--- config.mk ---
export PLATFORM = sky130hd
export DESIGN_NAME = permutation_ctrl
export DESIGN_NICKNAME = d
export VERILOG_FILES = /design/src/rtl/ascon_pack.sv /design/src/rtl/round_counter.sv /design/src/rtl/permutation_ctrl.sv
export SDC_FILE = /design/constraint.sdc
export NUM_CORES = 1
export LEC_CHECK = 0
export CAP_MARGIN = 20
export CORE_AREA = 2 2 496 498
export DETAILED_ROUTE_END_ITERATION = 10
export DIE_AREA = 0 0 498 500
export PLACE_DENSITY_LB_ADDON = 0.2
export SKIP_CTS_REPAIR_TIMING = 1
export SLEW_MARGIN = 20
export SYNTH_ARGS = -nofsm -noshare
export SYNTH_HDL_FRONTEND = slang
export SYNTH_SLANG_ARGS = --single-unit
--- constraint.sdc ---
create_clock -name clock_i -period 3 [get_ports clock_i]
set_input_delay 0.3 -clock clock_i [delete_from_list [all_inputs] [get_ports clock_i]]
set_output_delay 0.3 -clock clock_i [all_outputs]
set_load 0.02 [all_outputs]
--- src/rtl/ascon_pack.sv ---
// ---------------------------------------------------------------------------
// ascon_pack
// Shared types and constants for the ASCON permutation datapath and the
// controller that sequences it.
//   type_state    : 320-bit permutation state {x0,x1,x2,x3,x4}, x0 in the MSBs
//   ctrl_state_t  : permutation_ctrl FSM states
//   rounds_sel_t  : round-count select (SEL_PA / SEL_PB / SEL_P6)
//   ROUND_LAST    : index of the final round of every permutation call
//   first_round() : first round-constant index for an N-round call
// ---------------------------------------------------------------------------
package ascon_pack;

    typedef logic [319:0] type_state;

    typedef enum logic [1:0] {
        IDLE = 2'd0,
        RUN  = 2'd1,
        CAPT = 2'd2,
        DONE = 2'd3
    } ctrl_state_t;

    typedef logic [1:0] rounds_sel_t;

    localparam rounds_sel_t SEL_PA = 2'b00;
    localparam rounds_sel_t SEL_PB = 2'b01;
    localparam rounds_sel_t SEL_P6 = 2'b10;

    localparam logic [3:0] ROUND_LAST = 4'd11;

    // Every ASCON permutation call ends at round index 11, so an N-round
    // call starts at 12-N.
    function automatic logic [3:0] first_round(input int n_rounds);
        return 4'(12 - n_rounds);
    endfunction

endpackage

--- src/rtl/round_counter.sv ---
// ---------------------------------------------------------------------------
// round_counter
// Round-constant index counter for the ASCON permutation.
//   clock_i    : clock, rising edge
//   rst_i      : synchronous active-low reset (clears the index to 0)
//   load_i     : load load_val_i (takes priority over en_i)
//   load_val_i : first round index of the call
//   en_i       : advance the index by one
//   round_o    : current round-constant index, never above ROUND_LAST
//   last_o     : terminal count, round_o is ROUND_LAST
// ---------------------------------------------------------------------------
module round_counter
    import ascon_pack::*;
(
    input  logic       clock_i,
    input  logic       rst_i,
    input  logic       load_i,
    input  logic [3:0] load_val_i,
    input  logic       en_i,
    output logic [3:0] round_o,
    output logic       last_o
);

    // NOTE: state registers use non-blocking assignments so every flop
    // samples the pre-edge value of every other flop, independent of
    // statement order.
    always_ff @(posedge clock_i) begin
        if (!rst_i) begin
            round_o <= 4'd0;
        end else if (load_i) begin
            round_o <= load_val_i;
        end else if (en_i && (round_o != ROUND_LAST)) begin
            // Saturate at the last round so the index holds in CAPT/DONE.
            round_o <= round_o + 4'd1;
        end
    end

    assign last_o = (round_o == ROUND_LAST);

endmodule

--- src/rtl/permutation_ctrl.sv ---
// ---------------------------------------------------------------------------
// permutation_ctrl
// Upstream sequencer for the ASCON permutation datapath. Accepts a 320-bit
// state and a round-count select, steps the free-running permutation through
// N rounds, captures the result and returns it on a valid/ack handshake.
//
// Parameters:
//   ROUNDS_A : rounds for p^a (initialisation/finalisation), default 12
//   ROUNDS_B : rounds for p^b (data processing), default 8
// Configuration macro:
//   ASCON_P6_EN : when defined, rounds_sel_i=2'b10 selects p^6 (first index
//                 6); when undefined 2'b10 behaves as 2'b11 (p^a).
// Ports:
//   clock_i      in   1    clock, rising edge
//   rst_i        in   1    synchronous active-low reset
//   start_i      in   1    request valid, accepted when start_i & ready_o
//   ready_o      out  1    high only in IDLE
//   rounds_sel_i in   2    round-count select, sampled on accept
//   S_i          in   320  input state, sampled on accept
//   init_state_o out  1    to permutation: high in the first RUN cycle only
//   round_o      out  4    to permutation: current round-constant index
//   S_perm_o     out  320  to permutation: captured input state
//   S_perm_i     in   320  from permutation: post-round state register
//   valid_o      out  1    result available, held until ack_i
//   ack_i        in   1    consumer ready, completes the transfer in DONE
//   S_o          out  320  captured result, stable while valid_o=1
// ---------------------------------------------------------------------------
module permutation_ctrl
    import ascon_pack::*;
#(
    parameter int ROUNDS_A = 12,
    parameter int ROUNDS_B = 8
) (
    input  logic         clock_i,
    input  logic         rst_i,
    input  logic         start_i,
    output logic         ready_o,
    input  logic [1:0]   rounds_sel_i,
    input  logic [319:0] S_i,
    output logic         init_state_o,
    output logic [3:0]   round_o,
    output logic [319:0] S_perm_o,
    input  logic [319:0] S_perm_i,
    output logic         valid_o,
    input  logic         ack_i,
    output logic [319:0] S_o
);

    localparam logic [3:0] FIRST_A = first_round(ROUNDS_A);
    localparam logic [3:0] FIRST_B = first_round(ROUNDS_B);
`ifdef ASCON_P6_EN
    localparam logic [3:0] FIRST_6 = first_round(6);
`endif

    ctrl_state_t state_q;
    logic        init_q;
    type_state   s_perm_q;
    type_state   s_out_q;

    logic        accept;
    logic [3:0]  first_idx;
    logic        round_last;

    assign accept = (state_q == IDLE) && start_i;

    // NOTE: every always_comb output gets a default before the case so no
    // path leaves it unassigned and no latch is inferred.
    always_comb begin
        first_idx = FIRST_A;
        case (rounds_sel_i)
            SEL_PB:  first_idx = FIRST_B;
`ifdef ASCON_P6_EN
            SEL_P6:  first_idx = FIRST_6;
`endif
            default: first_idx = FIRST_A;
        endcase
    end

    // The terminal flag of the counter doubles as the remaining-count: the
    // index reaches 11 exactly after N-1 increments from 12-N.
    round_counter u_round_counter (
        .clock_i    (clock_i),
        .rst_i      (rst_i),
        .load_i     (accept),
        .load_val_i (first_idx),
        .en_i       (state_q == RUN),
        .round_o    (round_o),
        .last_o     (round_last)
    );

    // NOTE: the 320-bit state registers are reset as well, because a reset
    // mid-operation must clear S_o and S_perm_o rather than leave stale data.
    always_ff @(posedge clock_i) begin
        if (!rst_i) begin
            state_q  <= IDLE;
            init_q   <= 1'b0;
            s_perm_q <= '0;
            s_out_q  <= '0;
        end else begin
            case (state_q)
                IDLE: begin
                    if (start_i) begin
                        s_perm_q <= S_i;
                        init_q   <= 1'b1;
                        state_q  <= RUN;
                    end
                end
                RUN: begin
                    init_q <= 1'b0;
                    if (round_last) begin
                        state_q <= CAPT;
                    end
                end
                CAPT: begin
                    // The permutation register keeps running after the last
                    // round, so this is the only cycle holding the result.
                    s_out_q <= S_perm_i;
                    state_q <= DONE;
                end
                DONE: begin
                    if (ack_i) begin
                        state_q <= IDLE;
                    end
                end
                default: state_q <= IDLE;
            endcase
        end
    end

    assign ready_o      = (state_q == IDLE);
    assign valid_o      = (state_q == DONE);
    assign init_state_o = init_q;
    assign S_perm_o     = s_perm_q;
    assign S_o          = s_out_q;

endmodule

# Word-level counts from Yosys, hierarchy flattened
# Index checks and enable logic that the tools add are counted.
# word_totals
reg_bits	647
out_inout_bits	647
wordCells	32
# op_classes
addsub	1
eq_ne	9
n_mux	9
n_reduce_logical	8
# op_table
operator	n
two-way mux 4 bit	2
case mux 2 bit (4 select lines)	1
two-way mux 2 bit	3
adder 4 x 1 -> 4 bit, second input constant	1
equality test 2 x 1 -> 1 bit, second input constant	2
equality test 2 bit, second input constant	2
equality test 4 bit, second input constant	1
!= test 2 bit, second input constant	2
!= test 4 bit, second input constant	1
AND reduction 2 bit	2
nonzero test 2 bit	2
two-way mux 3 bit	1
AND reduction 3 bit	1
logical AND 1 bit	2
logical NOT 2 bit	1
!= test 2 x 1 -> 1 bit, second input constant	1
case mux 1 bit (2 select lines)	1
two-way mux 1 bit	1

# Depth between registers and ports, before layout
# Gate-level depths: netlist of the first run.
# logic_depth
ltp_word	4
depth_mapped	8
depth_no_buf	5

# By module
# A second synthesis of the first run with hierarchy kept.
# unflattened
cells_unflattened	2470
area_unflattened_um2	24501.0
# modules_own_cells
module	n_inst	cells_each	area_per_inst_um2	seq_area_each_um2
permutation_ctrl	1	2445	24259.5	12872.3
round_counter	1	25	241.5	80.1

# Least setup slack after synthesis of the first run
# OpenSTA, ideal clock, no wires.
# synth_timing
path_type	reg2reg
start	register state_q[0]
end	register s_perm_q[113] (netlist: S_perm_o[113])
setup_time_ns	0.132
arrival_time_ns	1.400
t_required_ns	2.868
path_slack_ns	1.468
path_stages_with_launch	9
n_path_buf	3
cell_sequence	dfxtp_1 > inv_1 > ha_1 > and2_1 > buf_4 > buf_6 > buf_4 > nand2_1 > a21oi_1
# synth_via
elab_chain_cells	2
# synth_lines
element	line_no	source
start: declaration	permutation_ctrl.sv:55	ctrl_state_t state_q;
start signal: assignment	permutation_ctrl.sv:95	state_q <= IDLE;
start signal: assignment	permutation_ctrl.sv:105	state_q <= RUN;
start signal: assignment	permutation_ctrl.sv:111	state_q <= CAPT;
logical NOT 2 bit	-	
named net ready_o	permutation_ctrl.sv:37	output logic ready_o,
AND reduction 2 bit (no line)	-	
end signal: assignment	permutation_ctrl.sv:103	s_perm_q <= S_i;
end: declaration	permutation_ctrl.sv:57	type_state s_perm_q;
# The timed path passes the listed nets, and every way through them passes these cells.
# A chain may end at the register's enable or synchronous reset.

# Final worst setup path of the first run
# layout_timing
start	register s_perm_q[300] (netlist: S_perm_o[300])
end	output port S_perm_o[300]
# layout_lines
element	line_no	source
end: declaration	permutation_ctrl.sv:42	output logic [319:0] S_perm_o,
# No word-level cell between the ends.

==> results of run 1 <==
==> power groups by stage <==
stage / Sequential [mW] / Combinational (mW) / Clock [mW]
after detailed placement: 11.5 / 13.6 / 0
after global placement: 11.5 / 13.7 / 0
after global routing: 11.5 / 14.3 / 11.7
final: 11.3 / 13.3 / 10.9
after floorplan: 13.3 / 4.81 / 0
after CTS: 11.4 / 13.7 / 11.5
==> flip-flops by register name, indices dropped and copies added (netlist names) <==
| signal | cells |
|---|---|
| S_o | 320 |
| state_q | 2 |
| S_perm_o | 320 |
| init_state_o | 1 |
| u_round_counter.round_o | 4 |
==> cells by family (layout without fill, tap and decap cells) <==
| family | after synthesis | in the layout | synth area share, % |
|---|---|---|---|
| compound gates | 330 | 330 | 7.324 |
| xor+xnor | 2 | 2 | 0.07716 |
| fa+ha+maj | 5 | 5 | 0.2755 |
| buf+inv | 182 | 1525 | 4.789 |
| flops | 647 | 647 | 57.05 |
| mux | 321 | 321 | 14.15 |
| other cells | 0 | 9 | 0 |
| simple gates | 977 | 977 | 16.34 |
==> worst min-delay path: stages <==
cell	delay, ns
clkdlybuf4s50_1	0.39
nand2_1	0.05
a21oi_1	0.05
==> placed cells by master (no fill, tap or decap), types with 2 or more instances in the layout <==
cell,n
clkdlybuf4s50_1,1291
bufinv_16,5
inv_16,2
nand3_1,2
nand2_1,644
nand4_1,2
clkbuf_16,89
clkinv_2,14
diode_2,9
buf_12,31
mux2i_1,321
buf_4,40
clkbuf_8,20
xor2_1,2
inv_1,3
a21oi_1,323
nor2b_1,2
nor2_1,321
o21ai_0,3
dfxtp_1,647
clkinv_16,2
ha_1,4
clkbuf_1,23
==> worst max path at each step <==
stage | to | depth (start not counted)
after global routing | ready_o | 3
final | S_perm_o[300] | 1
after floorplan | S_perm_o[113]$_SDFFE_PN0P_ | 8
after CTS | ready_o | 3
after detailed placement | S_perm_o[296]$_SDFFE_PN0P_ | 5
after global placement | S_perm_o[8]$_SDFFE_PN0P_ | 5
==> cell type report <==
cell class / instances / area [um^2]
repair buffers: 1362 / 13840
well taps: 3220 / 4029
multi-input cells: 1635 / 8688
diodes: 9 / 22.52
inverters: 4 / 22.52
flip-flops and latches: 647 / 12950
clock buffers: 132 / 2589
fillers: 27390 / 201800
clock inverters: 27 / 361.6
==> metrics by stage <==
| step | power (mW) | instances |
|---|---|---|
| finish | 35.60 | 7036 |
| global route | 37.55 | 7029 |
| CTS | 36.54 | 7027 |
| detailed placement | 25.17 | 6868 |
| global placement | 25.15 | 6868 |
| floorplan | 18.06 | 2464 |
==> layer usage <==
metal	share of wire [%]	up-vias
met5	0.15	-
met4	2.8	44
met3	11	254
met2	48	1073
met1	39	10360
li1	-	10610
==> results.yml, run 1 <==
placed_design:
  dp_hpwl_mm: 131.4
  placed_area_mm2: 0.03954
  gp_congestion: 0.8335
  io_buffers: 1292
  post-place-ws_ns: 0.6812
run_status:
  outcome: "complete, no violations"
sta:
  final.setup.tns_ns: 0
  hold_viol_final: 0
  worst_pin_slew_ns: 0.8805
  setup_viol: 0
  period_share_pct: 82.10
  rsz0062_at_grt: "false"
  clock_skew_ns: 0.04335
  hold_ws_ns: 0.1121
  slew_violations: 0
  maxSlewHeadroom_pct: 41.12
  layout_setup_ws_ns: 0.5369
  fin_crit_ns: 2.463
  fmax_ghz: 0.4060
cts:
  cts.sinks: 647
  clk_root_buffer_cell: "clkbuf_16"
  cts_tree: "yes"
  clk_latency_ns: 0.71
  cts_max_path_buffers: 3
  ctsHtreeMaxLevel: 3
  cts_buffers: 88
  cts.reportedPaths.clkPinSlew_ns: 0.06
setup_path:
  cp-startpoint: "S_perm_o[300]$_SDFFE_PN0P_"
  cpMaxStageDelayCell: "clkdlybuf4s50_1"
  path_cells: "clkdlybuf4s50_1"
  ff2ff_setup_slack_ns: 0.79
  reg2reg_depth: 6
  critPathRequiredTime_ns: 2.70
  worstPathMaxFanout: 2
  start_kind: "flip-flop"
  timing.rr.end: "S_perm_o[11]$_SDFFE_PN0P_"
  critical_path_class: "reg2out"
  critPathTopFamily: "buffers and inverters"
  slowest_delay_ns: 1.05
  arrival_ns: 2.16
  end_kind: "output pin"
  crit_buf_inv: 1
  r2r_start: "state_q[0]$_SDFFE_PN0P_"
layout:
  drive_above_1_share_pct: 5.569
  synthToLayoutAreaGrowth_pct: 87.22
  final_area_mm2: 0.04251
  final_util_pct: 17.40
  fin_nets: 4389
global_routing:
  grt_usage_pct: 12.31
  grt_pass1_wl_mm: 210.1
  grt_pass1_vias: 22540
  grt_max_degree: 93
  busiest_layer: "met2"
  antenna_found_initial: 74
  groute.layer.met3.usage_pct: 5.981
  use_met1_pct: 13.39
  overflow: 0
  use_met2_pct: 21.16
synth:
  yosys_warnings: 0
  synth-seq-area-share_pct: 57.05
  synth.top_cell.area_share_pct: 57.05
  synth_area_leaders: "dfxtp_1 (57%), mux2i_1 (14%), nand2_1 (11%)"
  synthCells: 2464
  syn_nets: 3115
  synth.distinct_cells: 26
  synth_area_mm2: 0.02271
  synth-edff-count: 0
  synth-seq-cells: 647
  yosys-top-cells-count: "dfxtp_1 (647), nand2_1 (645), a21oi_1 (323)"
  synthFlopType: "dfxtp_1"
  synth_top_area_cell: "dfxtp_1"
  synth.most_common_cell: "dfxtp_1"
  async_flop_share_pct: 0
  syn_area_per_cell_um2: 9.215
min_path:
  worstHoldPathCells: 3
  min_to: "S_perm_o[227]$_SDFFE_PN0P_"
  worstHoldStart: "S_i[227]"
  hold_class: "in2reg"
power_and_ir_drop:
  cellLeakagePower_nw: 14.53
  ir_drop_uv: 433.5
  combPwrFrac_pct: 37.4
  sw_frac_of_total_pct: 36.84
  internal_power_mw: 22.49
  p_clk_share_pct: 30.7
  power_density_mw_per_mm2: 837.5
  switchingPower_mw: 13.11
  seq_power_share_pct: 31.8
drt:
  ant_nets: 0
  drt_wl_total_mm: 159.7
  wl_per_cell_um: 22.69
  vias_per_cell: 3.175
  dr_total_vias: 22340
  drtPass1Iterations: 5
  route.detailed.drc: 0
  dr.first_iter.drc_count: 929
run:
  drv_cap: 0
floorplanning:
  fp.dieW_um: 498
  io_pins: 1293
  initial_core_util_pct: 9.293
  dieHeight_um: 500
  die-area_mm2: 0.2490
  coreArea_mm2: 0.2443
  rows: 182
Power figures use the tool's default switching activity.
==> inputs of run 2 (changes only) <==
Settings changed: CORE_AREA 2 2 496 498 to 2 2 506 508, DIE_AREA 0 0 498 500 to 0 0 508 510.
Clock period 3 ns to 2.26 ns, I/O delays scaled along.
==> run 2 against run 1 <==
Against the previous run: clock skew decreased by 0.014 ns; critical path depth unchanged; cell count increased by 2.8%; non-clock buffer count increased by 31; hold slack got worse by 0.061 ns; register-to-register slack got worse by 0.36 ns; routed wire length increased by 3.2%; total power increased by 37%; utilization decreased by 0.31 points; combinational power increased by 36%.
==> results.yml, run 2 (same netlist as run 1, synthesis figures left out) <==
global_routing:
  grt_pass1_vias: 22670
  overflow: 0
  grt_usage_pct: 12.10
  antenna_found_initial: 81
  grt_pass1_wl_mm: 212.9
  grt_max_degree: 66
setup_path:
  end_kind: "output pin"
  start_kind: "flip-flop"
  arrival_ns: 1.99
  critical_path_class: "reg2out"
  slowest_delay_ns: 0.94
  path_cells: "clkdlybuf4s50_1"
  critPathRequiredTime_ns: 2.03
  r2r_start: "state_q[1]$_SDFFE_PN0P_"
  crit_buf_inv: 1
  reg2reg_depth: 8
  critPathTopFamily: "buffers and inverters"
  ff2ff_setup_slack_ns: 0.43
  worstPathMaxFanout: 2
  timing.rr.end: "S_perm_o[148]$_SDFFE_PN0P_"
  cpMaxStageDelayCell: "clkdlybuf4s50_1"
floorplanning:
  die-area_mm2: 0.2591
  io_pins: 1293
  fp.dieW_um: 508
  dieHeight_um: 510
  rows: 185
  coreArea_mm2: 0.2535
  initial_core_util_pct: 8.958
placed_design:
  io_buffers: 1292
  placedCellCount: 7041
  placed_area_mm2: 0.03996
  dp_hpwl_mm: 137.0
  gp_congestion: 0.8248
  post-place-ws_ns: 0.3089
sta:
  worst_pin_slew_ns: 0.6996
  final.setup.tns_ns: 0
  clock_skew_ns: 0.02913
  fmax_ghz: 0.4518
  maxSlewHeadroom_pct: 53.21
  fin_crit_ns: 2.213
  hold_viol_final: 0
  setup_viol: 0
  layout_setup_ws_ns: 0.04679
  slew_violations: 0
  rsz0062_at_grt: "false"
  period_share_pct: 97.93
min_path:
  worstHoldStart: "S_i[120]"
  worstHoldPathCells: 3
  min_to: "S_perm_o[120]$_SDFFE_PN0P_"
  hold_class: "in2reg"
cts:
  ctsHtreeMaxLevel: 3
  clk_root_buffer_cell: "clkbuf_16"
  cts_max_path_buffers: 3
  clk_latency_ns: 0.73
  cts_buffers: 92
  cts.sinks: 647
  cts_tree: "yes"
  cts.reportedPaths.clkPinSlew_ns: 0.06
power_and_ir_drop:
  seq_power_share_pct: 31.0
  ir_drop_uv: 521.3
  p_clk_share_pct: 31.9
  power_density_mw_per_mm2: 1127
  sw_frac_of_total_pct: 36.57
  switchingPower_mw: 17.86
  total_power_mw: 48.83
  internal_power_mw: 30.97
  cellLeakagePower_nw: 15.03
  combPwrFrac_pct: 37.2
layout:
  final_area_mm2: 0.04332
  nFillCells: 28440
  multi_input_area_mm2: 0.008688
  final_cells: 7231
  layout_commonest_cell: "clkdlybuf4s50_1"
  regArea_mm2: 0.01295
  synthToLayoutAreaGrowth_pct: 90.79
  final_cell_mix: "clkdlybuf4s50_1 (1276), dfxtp_1 (647), nand2_1 (644), a21oi_1 (323)"
  drive_above_1_share_pct: 6.653
  fin_nets: 4424
run:
  drv_cap: 0
drt:
  drt_wl_total_mm: 164.8
  ant_nets: 0
  dr_total_vias: 22710
  drtPass1Iterations: 5
  wl_per_cell_um: 22.79
  route.detailed.drc: 0
  dr.first_iter.drc_count: 1146
  vias_per_cell: 3.141
run_status:
  outcome: "complete, no violations"
==> run 2: area by class of cell <==
type	count	area share, %
Tap cell	3366	9.722
Timing Repair Buffer	1393	32.68
Multi-Input combinational cell	1635	20.06
Clock inverter	32	1.158
Inverter	4	0.05199
Antenna cell	17	0.09820
Sequential cell	647	29.90
Clock buffer	137	6.331
==> run 2: layer usage <==
layer	vias up	global-route usage, %	wire length (um)
met1	10640	13.40	63910
met4	52	3.188	3471
met2	1039	20.33	78040
met3	263	6.166	19040
met5	-	0	338
li1	10720	-	-
==> run 2: how the worst max path moves through the flow <==
stage	startpoint	end	slack [ns]	cells past startpoint
3_5_place_dp	start_i	S_perm_o[220]$_SDFFE_PN0P_	0.31	6
4_1_cts	state_q[0]$_SDFFE_PN0P_	ready_o	-0.21	4
2_1_floorplan	state_q[0]$_SDFFE_PN0P_	S_perm_o[113]$_SDFFE_PN0P_	0.73	8
6_report	S_perm_o[302]$_SDFFE_PN0P_	S_perm_o[302]	0.05	1
5_1_grt	S_perm_o[242]$_SDFFE_PN0P_	S_perm_o[242]	0.003	1
3_3_place_gp	start_i	S_perm_o[240]$_SDFFE_PN0P_	0.30	6
==> run 2: power groups by stage <==
stage	Sequential, mW	Clock (mW)	Combinational [mW]
floorplan	17.6	0	6.38
global placement	15.3	0	18.5
detailed placement	15.4	0	18.5
CTS	15.2	16.3	18.6
global route	15.4	16.7	19.4
finish	15.1	15.6	18.1
==> run 2: stage by stage <==
| stage | utilization (%) | hold slack [ns] |
|---|---|---|
| final | 17.09 | 0.05144 |
| after floorplan | - | 0.3620 |
| after detailed placement | 15.77 | 0.4454 |
| after CTS | 17.05 | -0.06929 |
| after global placement | 15.77 | 0.4415 |
| after global routing | 17.08 | 0.0005419 |
